--- config.mk ---
export PLATFORM = sky130hd
export DESIGN_NAME = uart_autobaud_ctrl
export DESIGN_NICKNAME = d
export VERILOG_FILES = /design/src/rtl/uart_autobaud_ctrl.sv
export SDC_FILE = /design/constraint.sdc
export NUM_CORES = 1
export LEC_CHECK = 0
export ABC_AREA = 1
export CAP_MARGIN = 30
export CORE_MARGIN = 8
export CORE_UTILIZATION = 50
export DETAILED_ROUTE_END_ITERATION = 16
export PLACE_DENSITY = 0.72
export SLEW_MARGIN = 20
export SYNTH_ARGS = -nofsm -noshare
export SYNTH_HDL_FRONTEND = slang
export SYNTH_SLANG_ARGS = --single-unit
--- constraint.sdc ---
create_clock -name Clk -period 2.4 [get_ports Clk]
set_input_delay 0.72 -clock Clk [delete_from_list [all_inputs] [get_ports Clk]]
set_output_delay 0.72 -clock Clk [all_outputs]
set_load 0.005 [all_outputs]
--- src/rtl/uart_autobaud_ctrl.sv ---
// uart_autobaud_ctrl: chooses the divisor for the UART 16x tick generator.
// The divisor comes either from a software load or from timing the falling
// edges of an incoming 0x55 sync character on the raw Rx line.
//
// Pulse semantics: AutoBaudStart, Abort and SwLoad are single-cycle pulses
// acted on at the rising edge where they are high (no ready/acknowledge; a
// pulse arriving in a state that does not accept it is dropped).
// BaudUpdate is high for exactly the first cycle that BaudRate holds a new value.
module uart_autobaud_ctrl #(
    parameter int DEFAULT_DIV = 325,
    parameter int MIN_DIV     = 2,
    parameter int CNT_W       = 24
) (
    input  logic        Clk,
    input  logic        Rst_n,
    input  logic        Rx,
    input  logic        AutoBaudStart,
    input  logic        Abort,
    input  logic        SwLoad,
    input  logic [15:0] SwBaudRate,
    output logic [15:0] BaudRate,
    output logic        BaudUpdate,
    output logic        Busy,
    output logic        Locked,
    output logic        Error,
    output logic [1:0]  dbg_state
);

    typedef enum logic [1:0] {
        IDLE       = 2'd0,
        WAIT_START = 2'd1,
        MEASURE    = 2'd2,
        COMPUTE    = 2'd3
    } state_t;

    localparam logic [CNT_W-1:0] CNT_MAX   = '1;
    localparam logic [CNT_W-1:0] CNT_ONE   = {{(CNT_W-1){1'b0}}, 1'b1};
    localparam logic [CNT_W:0]   MEAS_ONE  = {{CNT_W{1'b0}}, 1'b1};
    localparam logic [15:0]      DEF_DIV16 = 16'(DEFAULT_DIV);
    localparam logic [15:0]      MIN_DIV16 = 16'(MIN_DIV);
    localparam logic [31:0]      MIN_DIV32 = MIN_DIV;
    localparam logic [31:0]      MAX_DIV32 = 32'd65535;

    // Rx synchroniser and edge-detect pipeline
    logic rx_meta;
    logic rx_s;
    logic rx_d;
    logic fall;

    // FSM state and measurement datapath
    state_t           state;
    state_t           state_n;
    logic [CNT_W-1:0] cnt;
    logic [CNT_W-1:0] cnt_n;
    logic [2:0]       edges;
    logic [2:0]       edges_n;
    logic [CNT_W:0]   meas;
    logic [CNT_W:0]   meas_n;
    logic [31:0]      div_wide;

    // Next values of the registered outputs
    logic [15:0] baud_n;
    logic        update_n;
    logic        busy_n;
    logic        locked_n;
    logic        error_n;

    // Two-flop synchroniser on the asynchronous pin, plus one delay stage for edge detection
    always_ff @(posedge Clk) begin
        if (!Rst_n) begin
            rx_meta <= 1'b1;
            rx_s    <= 1'b1;
            rx_d    <= 1'b1;
        end else begin
            rx_meta <= Rx;
            rx_s    <= rx_meta;
            rx_d    <= rx_s;
        end
    end

    assign fall = rx_d & ~rx_s;

    // C/128 rounded to nearest; kept 32 bits wide so out-of-range results are visible
    assign div_wide = ({{(31-CNT_W){1'b0}}, meas} + 32'd64) >> 7;

    assign dbg_state = state;

    // State, measurement and output registers
    always_ff @(posedge Clk) begin
        if (!Rst_n) begin
            state      <= IDLE;
            cnt        <= '0;
            edges      <= '0;
            meas       <= '0;
            BaudRate   <= DEF_DIV16;
            BaudUpdate <= 1'b0;
            Busy       <= 1'b0;
            Locked     <= 1'b0;
            Error      <= 1'b0;
        end else begin
            state      <= state_n;
            cnt        <= cnt_n;
            edges      <= edges_n;
            meas       <= meas_n;
            BaudRate   <= baud_n;
            BaudUpdate <= update_n;
            Busy       <= busy_n;
            Locked     <= locked_n;
            Error      <= error_n;
        end
    end

    // Next-state and next-output logic
    always_comb begin
        state_n  = state;
        cnt_n    = cnt;
        edges_n  = edges;
        meas_n   = meas;
        baud_n   = BaudRate;
        update_n = 1'b0;
        locked_n = Locked;
        error_n  = Error;

        case (state)
            IDLE: begin
                // A start request takes priority over a simultaneous software load
                if (AutoBaudStart) begin
                    state_n  = WAIT_START;
                    error_n  = 1'b0;
                    locked_n = 1'b0;
                end else if (SwLoad) begin
                    if (SwBaudRate >= MIN_DIV16) begin
                        baud_n   = SwBaudRate;
                        update_n = 1'b1;
                        locked_n = 1'b0;
                        error_n  = 1'b0;
                    end else begin
                        error_n = 1'b1;
                    end
                end
            end

            WAIT_START: begin
                if (Abort) begin
                    state_n = IDLE;
                end else if (fall) begin
                    state_n = MEASURE;
                    cnt_n   = '0;
                    edges_n = 3'd1;
                end
            end

            MEASURE: begin
                // The fifth fall closes the 8-bit-time window from start bit to d7
                if (Abort) begin
                    state_n = IDLE;
                end else if (fall && (edges == 3'd4)) begin
                    edges_n = 3'd5;
                    meas_n  = {1'b0, cnt} + MEAS_ONE;
                    state_n = COMPUTE;
                end else if (cnt == CNT_MAX) begin
                    error_n = 1'b1;
                    state_n = IDLE;
                end else begin
                    cnt_n = cnt + CNT_ONE;
                    if (fall) begin
                        edges_n = edges + 3'd1;
                    end
                end
            end

            COMPUTE: begin
                if ((div_wide < MIN_DIV32) || (div_wide > MAX_DIV32)) begin
                    error_n = 1'b1;
                end else begin
                    baud_n   = div_wide[15:0];
                    update_n = 1'b1;
                    locked_n = 1'b1;
                end
                state_n = IDLE;
            end

            default: begin
                state_n = IDLE;
            end
        endcase

        busy_n = (state_n != IDLE);
    end

endmodule
==> flow_metrics.tcl <==
set metrics [dict create \
    clock_latency_ps 350 \
    io_pins 44 \
    synth_top_flop_cell "sky130_fd_sc_hd__dfxtp_1" \
    via_per_inst 5.08 \
    overflow 0 \
    crit-reg2reg-launch "cnt[0]" \
    worstPathCellList "ha_1, nand3_1, nor2_1, nand3_1, nor2_1, nand2_1, nand2_1, nor2_1, inv_1, buf_4, a2bb2oi_1, nor2_1" \
    detailed_place.area_um2 4810 \
    buffer_ports.inserted 43 \
    cts.sink_count 71 \
    cp.required_ps 2640 \
    nFillCells 765 \
    grt_start_max_net_pins 29 \
    cts_tree "yes" \
    stdcell_area_um2 5080 \
    slowest_delay_ps 370 \
    dp_hpwl_um 7930 \
    first_global_vias 3847 \
    design.final.nets 720 \
    worst_clock_skew_ps 6.69 \
    finalCritPeriodShare_pct 91.8 \
    worstRegToRegCells 12 \
    dp.cells 783 \
    proportion_of_synthesized_chip_area_in_sequential_cells_pct 34.0 \
    detail_route.drc_violations 0 \
    synth.top_cells.by_area "sky130_fd_sc_hd__dfxtp_1, sky130_fd_sc_hd__nand2_1, sky130_fd_sc_hd__inv_1, sky130_fd_sc_hd__nor2_1, sky130_fd_sc_hd__a21oi_1" \
    synth-seq-cells 71 \
    cts_hold_buffers 0 \
    yosysTopAreaCell "sky130_fd_sc_hd__dfxtp_1" \
    holdPathStages 1 \
    dr_total_vias 4062 \
    post_cts.repair.setup_buffers 0 \
    path_clk_slew_ps 80 \
    yosys.area.top_type_share_pct 34.0 \
    cts_buf_count 9 \
    num_rows 33 \
    critical_path_arrival_ps 2450 \
    start_util_pct 51.1 \
    avgSynthCellArea_um2 6.65 \
    route.final.wire_length_um 10400 \
    first_iter_violations 206 \
    unrepaired_setup_endpoints_after_global_routing "no" \
    report.power.total_mw 2.81 \
    count_of_mapped_cells_out_of_synthesis 628 \
    critPathMostFrequentCell "sky130_fd_sc_hd__nor2_1" \
    setup_ws_ps 196 \
    clock_tree.buffer_depth 2 \
    final_hold_fails 0 \
    timing.final.setup_violations 0 \
    synth_edf_count 0 \
    worst-path-max-fanout 9 \
    post_cts.resized_instances 0 \
    cts.root.buffer_cell "sky130_fd_sc_hd__clkbuf_8" \
    clockPowerShare_pct 42.9 \
    drv_cap 0 \
    multi_input_comb_area_um2 2370 \
    power_density_nw_per_um2 553 \
    cp-startpoint "cnt[0]" \
    number_of_buffer_and_inverter_instances_along_the_worst_setup_path 2 \
    outcome "complete, no violations" \
    swShare_pct 23.6 \
    p_int_mw 2.15 \
    timing_worst_setup_path_type "reg2reg" \
    synthesis.yosys.warnings 0 \
    antenna-diode-count 0 \
    worst_setup_path_end_kind "flop" \
    syn-num-nets 658 \
    async_reset_ff_share_pct 0 \
    setup.worst_path.start_class "flop" \
    finalNonFillerCells 800 \
    power_leakage_nw 2.10 \
    avgRoutedWirePerCell_um 13.0 \
    regArea_um2 1420 \
    hp-class "reg2reg" \
    detail-route-antenna-nets 0 \
    maximum_frequency_from_static_timing_analysis_mhz 454 \
    critical_path_cell_count 12 \
    max-slew-margin-rel_pct 71.9 \
    core_area_um2 8180 \
    chipHeight_um 107 \
    drive_gt1_share_pct 12.2 \
    power.switching_mw 0.664 \
    grt_pass1_wl_um 17400 \
    termination_of_the_worst_setup_path "cnt[11]" \
    drtPass1Iterations 4 \
    gpl.final_weighted_congestion 0.928 \
    period_needed_ps 2200 \
    area_delta_synth_final_pct 21.5 \
    preCtsSetupSlack_ps -136 \
    fin_tns_setup_ps 0 \
    report.final.slew_viol_count 0 \
    power_frac_seq_pct 44.2 \
    grt_antenna_before_repair 0 \
    r2r_slack_ps 200 \
    synth.lib_cells_used.distinct 40 \
    path_delay_family "simple AND/OR/NAND/NOR gates" \
    synth_area_um2 4180 \
    die_w_um 107 \
    max_slew.worst_pin.slew_ps 420 \
    htree_num_levels 3 \
    track_usage_pct 18.3 \
    fp.dieArea_um2 11500 \
    power.ir.vdd_worst_v 0.000304 \
    pwr-share-comb_pct 12.8 \
    timing.rr.end "cnt[11]" \
    timing.critical_path.slowest_stage_cell "sky130_fd_sc_hd__dfxtp_1" \
]
per-stage QoR:
| stage | util [%] | hold WS [ps] |
|---|---|---|
| global route | 62.1 | 432 |
| global placement | 58.8 | 395 |
| finish | 62.1 | 419 |
| CTS | 61.9 | 426 |
| floorplan | - | 392 |
| detailed placement | 58.8 | 405 |
layout make-up:
type / count / area share, %
clock buffer: 11 / 2.98
timing repair buffer: 68 / 12.4
clock inverter: 5 / 2.05
multi-input combinational: 468 / 46.6
inverter: 72 / 5.32
tap: 105 / 2.59
sequential: 71 / 28.0
power by group through the flow:
stage	Combinational, mW	Clock (mW)	Sequential [mW]
after CTS	0.357	1.23	1.24
final	0.361	1.21	1.24
after global placement	0.346	0	1.27
after detailed placement	0.354	0	1.27
after floorplan	0.199	0	1.27
after global routing	0.404	1.28	1.25
worst min-delay path by stage:
stage	startpoint	end	slack (ps)
final	rx_meta	rx_s	420
after global routing	rx_meta	rx_s	430
after CTS	rx_meta	rx_s	430
after detailed placement	rx_meta	rx_s	410
after global placement	rx_meta	rx_s	390
after floorplan	rx_s	rx_d	390
metal layers:
| layer | wire, um | GRT usage (%) | vias to the layer above |
|---|---|---|---|
| met3 | 594 | 3.65 | 23 |
| met2 | 4830 | 30.2 | 99 |
| met5 | 0 | 0 | - |
| met4 | 272 | 8.62 | 0 |
| li1 | - | - | 2146 |
| met1 | 4740 | 22.4 | 1794 |
synth_stat cells (2+ instances only):
| cell | count |
|---|---|
| sky130_fd_sc_hd__nand2_1 | 162 |
| sky130_fd_sc_hd__dfxtp_1 | 71 |
| sky130_fd_sc_hd__inv_1 | 71 |
| sky130_fd_sc_hd__nor2_1 | 71 |
| sky130_fd_sc_hd__a21oi_1 | 44 |
| sky130_fd_sc_hd__o21ai_0 | 40 |
| sky130_fd_sc_hd__nand3_1 | 37 |
| sky130_fd_sc_hd__nor2_2 | 14 |
| sky130_fd_sc_hd__xor2_1 | 11 |
| sky130_fd_sc_hd__clkbuf_1 | 10 |
| sky130_fd_sc_hd__nand4_1 | 10 |
| sky130_fd_sc_hd__nor3_1 | 9 |
| sky130_fd_sc_hd__or2_2 | 9 |
| sky130_fd_sc_hd__ha_1 | 8 |
| sky130_fd_sc_hd__nand2_2 | 8 |
| sky130_fd_sc_hd__xnor2_1 | 8 |
| sky130_fd_sc_hd__nor2_4 | 5 |
| sky130_fd_sc_hd__a31oi_1 | 4 |
| sky130_fd_sc_hd__nor4_1 | 4 |
| sky130_fd_sc_hd__a2bb2oi_1 | 3 |
| sky130_fd_sc_hd__o21ai_1 | 3 |
| sky130_fd_sc_hd__o21bai_1 | 3 |
| sky130_fd_sc_hd__a211oi_1 | 2 |
| sky130_fd_sc_hd__buf_4 | 2 |
| sky130_fd_sc_hd__clkbuf_8 | 2 |
| sky130_fd_sc_hd__nand2_4 | 2 |
| sky130_fd_sc_hd__o211ai_1 | 2 |
flip-flops by register name, indices dropped and copies added, names as in the netlist, 2 cells and up:
register / count
meas: 19
cnt: 24
dbg_state: 2
BaudRate: 16
edges: 3
placed cells by master (no fill, tap or decap), drive strengths merged, types with 4 or more instances in the layout:
cell type,instances
clkdlybuf4s50,43
or2,10
buf,25
ha,8
inv,72
o21ai,44
clkbuf,11
nor3,10
nand3,37
nand2,174
xnor2,8
nor2,90
a31oi,4
nand4,10
a21oi,44
dfxtp,71
nor4,4
xor2,11
cell families after synthesis:
kind of cell	after synthesis	share of synthesized area (%)
AO/OA/AOI/OAI	105	13.9
XOR/XNOR	19	3.98
adder cells (fa/ha/maj)	8	2.40
buffers and inverters	90	9.61
flip-flops	71	34.0
AND/OR/NAND/NOR	335	36.1
(Power assumes the default switching activity.)
